$ cat src/rtl/id_operand_stage.sv
// Decode-side operand stage: resolves RS/RT against in-flight EX/MEM results,
// inserts load-use bubbles and feeds the ID/EX register. Optional WB forwarding via RF_BYPASS_EN.
module id_operand_stage #(
    parameter int DW  = 32,
    parameter int AW  = 5,
    parameter int SCW = 16
) (
    input  logic           CLK,
    input  logic           RESET_N,
    input  logic           ID_VALID,
    input  logic [AW-1:0]  ID_RSaddr,
    input  logic [AW-1:0]  ID_RTaddr,
    input  logic           ID_USES_RS,
    input  logic           ID_USES_RT,
    input  logic [AW-1:0]  ID_DEST,
    input  logic           ID_REGWRITE,
    input  logic           ID_IS_LOAD,
    input  logic [DW-1:0]  RF_RS,
    input  logic [DW-1:0]  RF_RT,
    input  logic [DW-1:0]  EX_RESULT,
    input  logic [AW-1:0]  MEM_DEST,
    input  logic           MEM_REGWRITE,
    input  logic [DW-1:0]  MEM_RESULT,
    input  logic [AW-1:0]  WB_DEST,
    input  logic           WB_REGWRITE,
    input  logic [DW-1:0]  WB_RESULT,
    input  logic           FLUSH,
    input  logic           EX_HOLD,
    output logic           STALL,
    output logic           EX_VALID,
    output logic [DW-1:0]  EX_RS,
    output logic [DW-1:0]  EX_RT,
    output logic [AW-1:0]  EX_DEST,
    output logic           EX_REGWRITE,
    output logic           EX_IS_LOAD,
    output logic [SCW-1:0] STALL_CNT
);

    logic          load_use;
    logic          ex_fwd_ok;
    logic [DW-1:0] rs_fwd;
    logic [DW-1:0] rt_fwd;

    // A load in EX has no data yet, so it never forwards; it stalls instead.
    assign ex_fwd_ok = EX_VALID & EX_REGWRITE & ~EX_IS_LOAD;

`ifndef RF_BYPASS_EN
    logic wb_unused;
    assign wb_unused = ^{WB_DEST, WB_REGWRITE, WB_RESULT};
`endif

    function automatic logic [DW-1:0] resolve(input logic [AW-1:0] addr,
                                              input logic [DW-1:0] rf_data);
        logic [DW-1:0] val;
        if (addr == '0)
            val = '0;
        else if (ex_fwd_ok && (EX_DEST == addr))
            val = EX_RESULT;
        else if (MEM_REGWRITE && (MEM_DEST == addr))
            val = MEM_RESULT;
`ifdef RF_BYPASS_EN
        else if (WB_REGWRITE && (WB_DEST == addr))
            val = WB_RESULT;
`endif
        else
            val = rf_data;
        return val;
    endfunction

    always_comb begin
        rs_fwd = resolve(ID_RSaddr, RF_RS);
        rt_fwd = resolve(ID_RTaddr, RF_RT);
    end

    always_comb begin
        load_use = ID_VALID & EX_VALID & EX_IS_LOAD & (EX_DEST != '0) &
                   ((ID_USES_RS & (ID_RSaddr == EX_DEST)) |
                    (ID_USES_RT & (ID_RTaddr == EX_DEST)));
    end

    assign STALL = load_use | EX_HOLD;

    always_ff @(posedge CLK) begin
        if (!RESET_N) begin
            EX_VALID    <= 1'b0;
            EX_RS       <= '0;
            EX_RT       <= '0;
            EX_DEST     <= '0;
            EX_REGWRITE <= 1'b0;
            EX_IS_LOAD  <= 1'b0;
            STALL_CNT   <= '0;
        end else begin
            if (load_use && !EX_HOLD && (STALL_CNT != '1))
                STALL_CNT <= STALL_CNT + SCW'(1);
            if (!EX_HOLD) begin
                // Bubble keeps the operand/dest registers; only the qualifiers drop.
                if (FLUSH || load_use) begin
                    EX_VALID    <= 1'b0;
                    EX_REGWRITE <= 1'b0;
                    EX_IS_LOAD  <= 1'b0;
                end else begin
                    EX_VALID    <= ID_VALID;
                    EX_REGWRITE <= ID_REGWRITE & ID_VALID;
                    EX_IS_LOAD  <= ID_IS_LOAD & ID_VALID;
                    EX_DEST     <= ID_DEST;
                    EX_RS       <= rs_fwd;
                    EX_RT       <= rt_fwd;
                end
            end
        end
    end

endmodule

$ cat config.mk
export PLATFORM = sky130hd
export DESIGN_NAME = id_operand_stage
export DESIGN_NICKNAME = d
export VERILOG_FILES = /design/src/rtl/id_operand_stage.sv
export SDC_FILE = /design/constraint.sdc
export NUM_CORES = 1
export LEC_CHECK = 0
export CAP_MARGIN = 20
export CORE_ASPECT_RATIO = 0.8
export CORE_MARGIN = 2
export CORE_UTILIZATION = 30
export DETAILED_ROUTE_END_ITERATION = 8
export SKIP_LAST_GASP = 1
export SYNTH_ARGS = -nofsm -noshare
export SYNTH_HDL_FRONTEND = slang
export SYNTH_SLANG_ARGS = --single-unit
$ cat constraint.sdc
create_clock -name CLK -period 4.35 [get_ports CLK]
set_input_delay 0.87 -clock CLK [delete_from_list [all_inputs] [get_ports CLK]]
set_output_delay 0.87 -clock CLK [all_outputs]
set_load 0.05 [all_outputs]
==> results.cfg, run 1 <==
[run_status]
status = finished clean

[critical_path]
worstSetupEndpointType = output port
cp.required_ps = 3480
arrival_ps = 2650
crit_family = buffers and inverters
r2r_slack_ps = 1560
cpPeakStageDelay_ps = 580
crit_top_cell = buf_4
path_max_fanout = 18
critPathKind = in2out
cp_slowest_cell = clkdlybuf4s50_1
critical_path_buf_inv_count = 3
r2r-start = EX_DEST[0]$_SDFFE_PN0P_
path_cells = clkdlybuf4s50_1 > xor2_1 > nor2_1 > a32oi_1 > buf_4 > o21bai_1 > buf_4
startpoint = ID_RTaddr[1]
startpoint_type = primary input

[synthesis]
yosys_warnings = 0
synth_fa_ha_area_share_pct = 0.229
synth_ff_type = dfxtp_1
yosys.area_share.simple_pct = 12.2
synth_edf_count = 0
synth_seq_area_share_pct = 32.2
synth-seq-cells = 88
synth.avg_cell_area_um2 = 7.70
syn-num-nets = 906
yosys-mux-area-fraction_pct = 1.83
netlist-cell-type-count = 53
ys_async_sr_fraction_pct = 0
synth_area_um2 = 5460
synth_top_family_by_area = compound AO/OA/AOI/OAI gates
synthXorXnorAreaFrac_pct = 2.73
synth_compound_area_share_pct = 38.2
syn_inst = 709

[floorplanning]
ios = 285
die_y_um = 125
num_rows = 44
initial_core_util_pct = 30.3
coreArea_um2 = 18000
dieWidth_um = 155
dieArea_um2 = 19300

[clocking]
htreeDepth = 3
cts_tree = done
cts_hold_buf = 0
postCtsSetupBuffers = 0
cts_sinks = 88
ctsLongestPathBuffers = 2
worstSkewPairLatency_ps = 340
root_buffer = clkbuf_16
path_clk_slew_ps = 70
cts_buffers = 9
cts_resized = 0

[finish]
fin_nets = 1109
n_antenna_cell = 0
mostFrequentLayoutCells = 244 x clkdlybuf4s50_1, 102 x inv_1, 88 x dfxtp_1, 64 x o32ai_1, 64 x o22ai_1
area_growth_pct = 54.2
fin_area_um2 = 8420
fillers = 1793
final_common_cell = clkdlybuf4s50_1
drive_gt1_share_pct = 5.46

[pwr]
p_comb_share_pct = 27.9
seqPwrFrac_pct = 37.5
p_leak_nw = 2.83
internal_power_mw = 1.56
peakVddDrop_mv = 0.178
powerDensity_nw_per_um2 = 273
switchingPower_mw = 0.740
switching_share_pct = 32.1
clockPowerShare_pct = 34.6

[route]
wl_um = 23900
drt_iter0_markers = 475
drc = 0
vias = 6458
via_per_inst = 5.64
avgRoutedWirePerCell_um = 20.8
ant_nets = 0
dr.pass1.iters = 5

[sta]
max_freq_ghz = 0.284
slew_violations = 0
setup_viol_count_final = 0
rsz0062_at_grt = no
period_minus_slack_ps = 3520
worst_pin_slew_ps = 965
finalCritPeriodShare_pct = 81.0
finalSetupTns_ps = 0
hold_viol_final = 0
maxSlewHeadroom_pct = 35.5
skew_ps = 7.93

[placed_design]
placed_area_um2 = 8140
dpl.hpwl_um = 16500
numPortBuffers = 246
place_congestion = 0.817

[global_route]
grt_pass1_vias = 6207
antenna_found_initial = 1
grt-ovfl-total = 0
grt_usage_pct = 24.1
grt_pass1_wl_um = 36800
grt_max_degree = 52

[hold_path]
hold_path_class = reg2reg
hp-start = EX_RT[14]$_SDFFE_PN0P_

[run]
maxCapViolations = 0
## power groups by stage
stage	Clock, mW	Sequential [mW]	Combinational (mW)
global route	0.839	0.867	0.682
finish	0.797	0.863	0.642
CTS	0.813	0.863	0.640
global placement	0	0.881	0.636
detailed placement	0	0.881	0.636
floorplan	0	0.995	0.211
## worst register-to-register path, cell delays in order, from the launching register on
cell and delay (ps):
dfxtp_1 400, or4_1 560, o2111ai_2 560, nor2_1 160, a2bb2oi_4 450, buf_12 320
o32ai_1 180
## cells in the mapped netlist, types with 2 or more instances
cell type	instances	share of area [%]
nor4_1	7	0.80
nand2_1	21	1.4
xor2_1	9	1.4
clkbuf_1	62	4.3
o41ai_1	3	0.48
buf_2	12	1.1
mux2i_1	10	1.8
nand2b_1	8	0.92
or2_2	2	0.23
nand4b_1	2	0.32
dfxtp_1	88	32
nand3_1	43	3.9
or4_1	8	1.1
a21boi_0	32	4.4
or3_1	4	0.46
xnor2_1	8	1.3
a31oi_1	32	3.7
o32ai_1	64	10
and3_1	3	0.34
inv_1	102	7.0
a211oi_1	32	4.4
o22ai_1	64	7.3
and2_1	3	0.34
nor2_1	8	0.55
nor3_1	3	0.27
o21ai_0	37	3.4
a21oi_1	8	0.73
nand4_1	6	0.69
o31ai_1	4	0.55
## registers in the layout, indices dropped and copies added (netlist names)
name and flops:
EX_RS 32, EX_RT 32, STALL_CNT 16, EX_DEST 5, EX_IS_LOAD 1, EX_REGWRITE 1
EX_VALID 1
## metal layers
metal / share of wire, % / global-route usage, % / vias up
li1: - / - / 3081
met1: 48 / 35.8 / 3024
met2: 43 / 35.5 / 330
met3: 8.0 / 5.46 / 23
met4: 1.2 / 4.85 / 0
met5: 0 / 0 / -
## cell families (layout without fill, tap and decap cells)
logic type,count (synthesis),count (layout)
flip-flops,88,88
multiplexers,10,10
buffers and inverters,178,385
AND/OR/NAND/NOR,123,123
XOR/XNOR,17,17
AO/OA/AOI/OAI,292,292
adder cells (fa/ha/maj),1,1
## final timing paths
| kind | end | cells after the start |
|---|---|---|
| setup / recovery | STALL | 7 |
| hold / removal | EX_RT[14]$_SDFFE_PN0P_ | 2 |
| setup reg to reg | EX_RT[3]$_SDFFE_PN0P_ | 6 |
| hold reg to reg | EX_RT[14]$_SDFFE_PN0P_ | 2 |
## stage by stage
step | utilization [%] | worst slack (ps) | hold WS, ps | std cells | power [mW]
3_3_place_gp | 45.2 | 886 | 440 | 1131 | 1.52
6_report | 46.8 | 829 | 456 | 1146 | 2.30
5_1_grt | 46.8 | 738 | 473 | 1146 | 2.39
2_1_floorplan | - | 926 | 671 | 709 | 1.21
3_5_place_dp | 45.2 | 888 | 445 | 1131 | 1.52
4_1_cts | 46.8 | 840 | 456 | 1146 | 2.32
## cell type report
| cell class | count | area, um^2 | share of cell area [%] |
|---|---|---|---|
| clock buffer | 10 | 229 | 2.72 |
| clock inverter | 5 | 56.3 | 0.668 |
| inverter | 103 | 387 | 4.59 |
| multi-input combinational | 443 | 3070 | 36.4 |
| sequential | 88 | 1760 | 20.9 |
| tap | 230 | 288 | 3.42 |
| timing repair buffer | 267 | 2640 | 31.3 |
No activity file was read; power rests on OpenSTA's default activity.
==> run 2, diff against run 1 <==
--- a/config.mk
+++ b/config.mk
@@ -10,6 +10,7 @@
 export CORE_MARGIN = 2
 export CORE_UTILIZATION = 30
 export DETAILED_ROUTE_END_ITERATION = 8
+export PLACE_DENSITY = 0.66
 export SKIP_LAST_GASP = 1
 export SYNTH_ARGS = -nofsm -noshare
 export SYNTH_HDL_FRONTEND = slang
==> constraint.sdc (replaced) <==
create_clock -name CLK -period 2.9 [get_ports CLK]
set_input_delay 0.58 -clock CLK [delete_from_list [all_inputs] [get_ports CLK]]
set_output_delay 0.58 -clock CLK [all_outputs]
set_load 0.05 [all_outputs]
==> results.cfg, run 2 (synthesis results as in run 1) <==
[critical_path]
startpoint_type = primary input
rr_endpoint = EX_RS[28]$_SDFFE_PN0P_
r2r-start = EX_DEST[1]$_SDFFE_PN0P_
r2r_slack_ps = 650
cp.required_ps = 2320
worstSetupEndpointType = output port
critPathKind = in2out
arrival_ps = 2140
ff2ff_path_depth = 7
path_max_fanout = 7

[sta]
hold_viol_final = 0
rsz0062_at_grt = no
maxSlewHeadroom_pct = 40.7
max_freq_ghz = 0.368
worst_pin_slew_ps = 888
finalCritPeriodShare_pct = 93.8
period_minus_slack_ps = 2720
finalSetupTns_ps = 0
skew_ps = 5.79
fin_ws_ps = 180
setup_viol_count_final = 0
slew_violations = 0
hold_slack_ps = 456

[global_route]
grt-ovfl-total = 0
antenna_found_initial = 0
grt_pass1_wl_um = 36500
grt_max_degree = 51
grt_usage_pct = 24.1
grt_pass1_vias = 6321

[clocking]
ctsLongestPathBuffers = 2
cts_hold_buf = 0
postCtsSetupBuffers = 0
htreeDepth = 3
cts_buffers = 9
cts_resized = 0
path_clk_slew_ps = 70
cts_tree = done
root_buffer = clkbuf_16
worstSkewPairLatency_ps = 340
cts_sinks = 88

[finish]
n_antenna_cell = 0
area_growth_pct = 60.1
top_regs = EX_RS (32), EX_RT (32), STALL_CNT (16)
multi_input_comb_area_um2 = 3080
seq_area_um2 = 1760
fillers = 1721
mostFrequentLayoutCells = 244 x clkdlybuf4s50_1, 102 x inv_1, 88 x dfxtp_1, 64 x o32ai_1, 64 x o22ai_1
drive_gt1_share_pct = 8.67
post-route-util_pct = 48.6
final_common_cell = clkdlybuf4s50_1
fin_nets = 1138

[run_status]
status = finished clean

[placed_design]
dp_slack_ps = -62.9
dpl.hpwl_um = 17400
place_congestion = 0.844
numPortBuffers = 246

[route]
via_per_inst = 5.62
drt_iter0_markers = 511
ant_nets = 0
avgRoutedWirePerCell_um = 20.5
dr.pass1.iters = 5
wl_um = 24100
drc = 0
vias = 6611

[hold_path]
hold_path_class = reg2reg
hp-start = EX_RS[7]$_SDFFE_PN0P_
hold-path-cell-count = 2
min_to = EX_RS[7]$_SDFFE_PN0P_

[run]
maxCapViolations = 0

[floorplanning]
coreArea_um2 = 18000
ios = 285
die_y_um = 125
dieArea_um2 = 19300
dieWidth_um = 155
num_rows = 44
initial_core_util_pct = 30.3

[pwr]
powerDensity_nw_per_um2 = 405
finalPower_mw = 3.54
peakVddDrop_mv = 0.290
p_leak_nw = 3.01
-- run 2: cell type report --
type	count	area share (%)
sequential	88	20.1
clock inverter	6	0.744
multi-input combinational	443	35.2
timing repair buffer	296	33.5
tap	230	3.29
clock buffer	10	2.73
inverter	103	4.42
-- run 2: per-layer routing --
| metal | part of all wire (%) | track usage, % |
|---|---|---|
| met1 | 47 | 34.8 |
| met2 | 43 | 36.3 |
| met3 | 9.0 | 5.08 |
| met4 | 1.3 | 5.94 |
| met5 | 0 | 0 |
-- run 2: metrics by stage --
stage / cell area [um^2] / instances
6_report: 8750 / 1176
5_1_grt: 8750 / 1176
4_1_cts: 8740 / 1176
3_5_place_dp: 8430 / 1160
3_3_place_gp: 8430 / 1160
2_1_floorplan: 5470 / 709
-- run 2: worst max-delay path, stage by stage --
cell	delay [ps]
clkdlybuf4s50_1	450
xor2_1	170
nor3b_1	330
a32oi_2	190
o21bai_2	260
buf_12	160
-- run 2: worst max path at each step --
stage                                 start                endpoint  depth (start not counted)
CTS                            ID_RSaddr[3]                   STALL                          6
finish                         ID_RSaddr[0]                   STALL                          6
detailed placement             ID_RSaddr[3]  EX_RS[10]$_SDFFE_PN0P_                          8
global placement               ID_RSaddr[3]  EX_RS[24]$_SDFFE_PN0P_                          8
floorplan           EX_DEST[3]$_SDFFE_PN0P_                   STALL                          6
global route                   ID_RSaddr[2]                   STALL                          6
-- run 2: power breakdown --
group	internal [mW]	total, mW	switching [mW]	leakage, nW
registers	1.26	1.29	0.0344	0.717
logic	0.454	1.01	0.558	2.14
clock network	0.696	1.23	0.538	0.149
total	2.41	3.54	1.13	3.01
==> run 3, diff against run 2 <==
--- a/config.mk
+++ b/config.mk
@@ -9,8 +9,9 @@
 export CORE_ASPECT_RATIO = 0.8
 export CORE_MARGIN = 2
 export CORE_UTILIZATION = 30
+export CTS_CLUSTER_DIAMETER = 80
 export DETAILED_ROUTE_END_ITERATION = 8
-export PLACE_DENSITY = 0.66
+export PLACE_DENSITY_LB_ADDON = 0.15
 export SKIP_LAST_GASP = 1
 export SYNTH_ARGS = -nofsm -noshare
 export SYNTH_HDL_FRONTEND = slang
==> results.cfg, run 3 (synthesis results as in run 1) <==
[clocking]
cts_tree = done
path_clk_slew_ps = 70
root_buffer = clkbuf_16
cts_sinks = 88
cts_buffers = 9
htreeDepth = 3
ctsLongestPathBuffers = 2
cts_resized = 0
cts_hold_buf = 0
postCtsSetupBuffers = 0
worstSkewPairLatency_ps = 350

[global_route]
grt-ovfl-total = 0
grt_pass1_wl_um = 37200
grt_max_degree = 46
grt_pass1_vias = 6388
antenna_found_initial = 0
grt_usage_pct = 24.6

[sta]
maxSlewHeadroom_pct = 29.3
period_minus_slack_ps = 2720
worst_pin_slew_ps = 1060
fin_ws_ps = 180
finalSetupTns_ps = 0
hold_viol_final = 0
max_freq_ghz = 0.368
finalCritPeriodShare_pct = 93.8
slew_violations = 0
skew_ps = 7.24
rsz0062_at_grt = no
setup_viol_count_final = 0

[pwr]
finalPower_mw = 3.56
powerDensity_nw_per_um2 = 410
internal_power_mw = 2.41
p_leak_nw = 2.97
seqPwrFrac_pct = 36.3
p_comb_share_pct = 28.1
clockPowerShare_pct = 35.6
switching_share_pct = 32.3
peakVddDrop_mv = 0.267
switchingPower_mw = 1.15

[finish]
area_growth_pct = 58.9
drive_gt1_share_pct = 7.58
seq_area_um2 = 1760
mostFrequentLayoutCells = 245 x clkdlybuf4s50_1, 102 x inv_1, 88 x dfxtp_1, 64 x o32ai_1, 64 x o22ai_1
final_cells = 1167
final_common_cell = clkdlybuf4s50_1
top_regs = EX_RS (32), EX_RT (32), STALL_CNT (16)
n_antenna_cell = 0
fin_nets = 1129
fillers = 1783
multi_input_comb_area_um2 = 3060

[route]
via_per_inst = 5.78
vias = 6741
drc = 0
ant_nets = 0
avgRoutedWirePerCell_um = 21.0
wl_um = 24600
dr.pass1.iters = 7
drt_iter0_markers = 516

[placed_design]
dpl.hpwl_um = 16800
place_inst = 1151
place_congestion = 0.879
dp_slack_ps = 49.8
numPortBuffers = 246

[run]
maxCapViolations = 0

[critical_path]
cpPeakStageDelay_ps = 480
crit_top_cell = buf_4
crit_family = buffers and inverters
critPathKind = in2out
critical_path_buf_inv_count = 3
path_cells = clkdlybuf4s50_1 > xor2_1 > nor3b_1 > a32oi_1 > buf_4 > o21bai_2 > buf_4
cp_slowest_cell = clkdlybuf4s50_1
path_max_fanout = 6
startpoint_type = primary input
cp.required_ps = 2320
worstSetupEndpointType = output port
arrival_ps = 2140

[floorplanning]
dieWidth_um = 155
ios = 285
initial_core_util_pct = 30.3
die_y_um = 125
dieArea_um2 = 19300
num_rows = 44
coreArea_um2 = 18000

[run_status]
status = finished clean

[hold_path]
hold_path_class = reg2reg
[run 3: path summary, 6_finish.rpt]
path / start / slack, ps / end / cells after the start
setup / recovery: ID_RSaddr[4] / 180 / STALL / 7
hold / removal: EX_RT[14]$_SDFFE_PN0P_ / 450 / EX_RT[14]$_SDFFE_PN0P_ / 2
setup reg to reg: EX_DEST[0]$_SDFFE_PN0P_ / 650 / EX_RT[0]$_SDFFE_PN0P_ / 7
hold reg to reg: EX_RT[14]$_SDFFE_PN0P_ / 450 / EX_RT[14]$_SDFFE_PN0P_ / 2
[run 3: cell type report]
cell class | instances | area share [%]
repair buffers | 287 | 33.0
multi-input cells | 443 | 35.3
clock buffers | 10 | 2.75
clock inverters | 6 | 0.879
inverters | 103 | 4.45
well taps | 230 | 3.32
flip-flops and latches | 88 | 20.3
[run 3: worst min-delay path, cell delays in order (launching register included)]
cell and delay, ps:
dfxtp_1 310, inv_1 50, o32ai_1 50
[run 3: routing by layer]
| layer | GRT usage, % | vias up | wire length, um | part of all wire, % |
|---|---|---|---|---|
| met3 | 6.12 | 39 | 2190 | 8.9 |
| met2 | 36.9 | 388 | 10700 | 44 |
| met5 | 0 | - | 0 | 0 |
| li1 | - | 3128 | - | - |
| met1 | 34.5 | 3186 | 11100 | 45 |
| met4 | 7.46 | 0 | 573 | 2.3 |
[run 3: power groups by stage]
stage	combinational (mW)	clock, mW	sequential (mW)
finish	0.999	1.26	1.29
detailed placement	0.990	0	1.32
CTS	0.995	1.29	1.29
global route	1.05	1.34	1.30
floorplan	0.317	0	1.49
global placement	0.990	0	1.32
[run 3: stage by stage]
stage | util, % | area, um^2 | hold WS [ps]
after floorplan | - | 5470 | 671
after global placement | 46.5 | 8360 | 439
after detailed placement | 46.5 | 8360 | 444
after CTS | 48.2 | 8680 | 455
after global routing | 48.2 | 8680 | 471
final | 48.2 | 8680 | 452
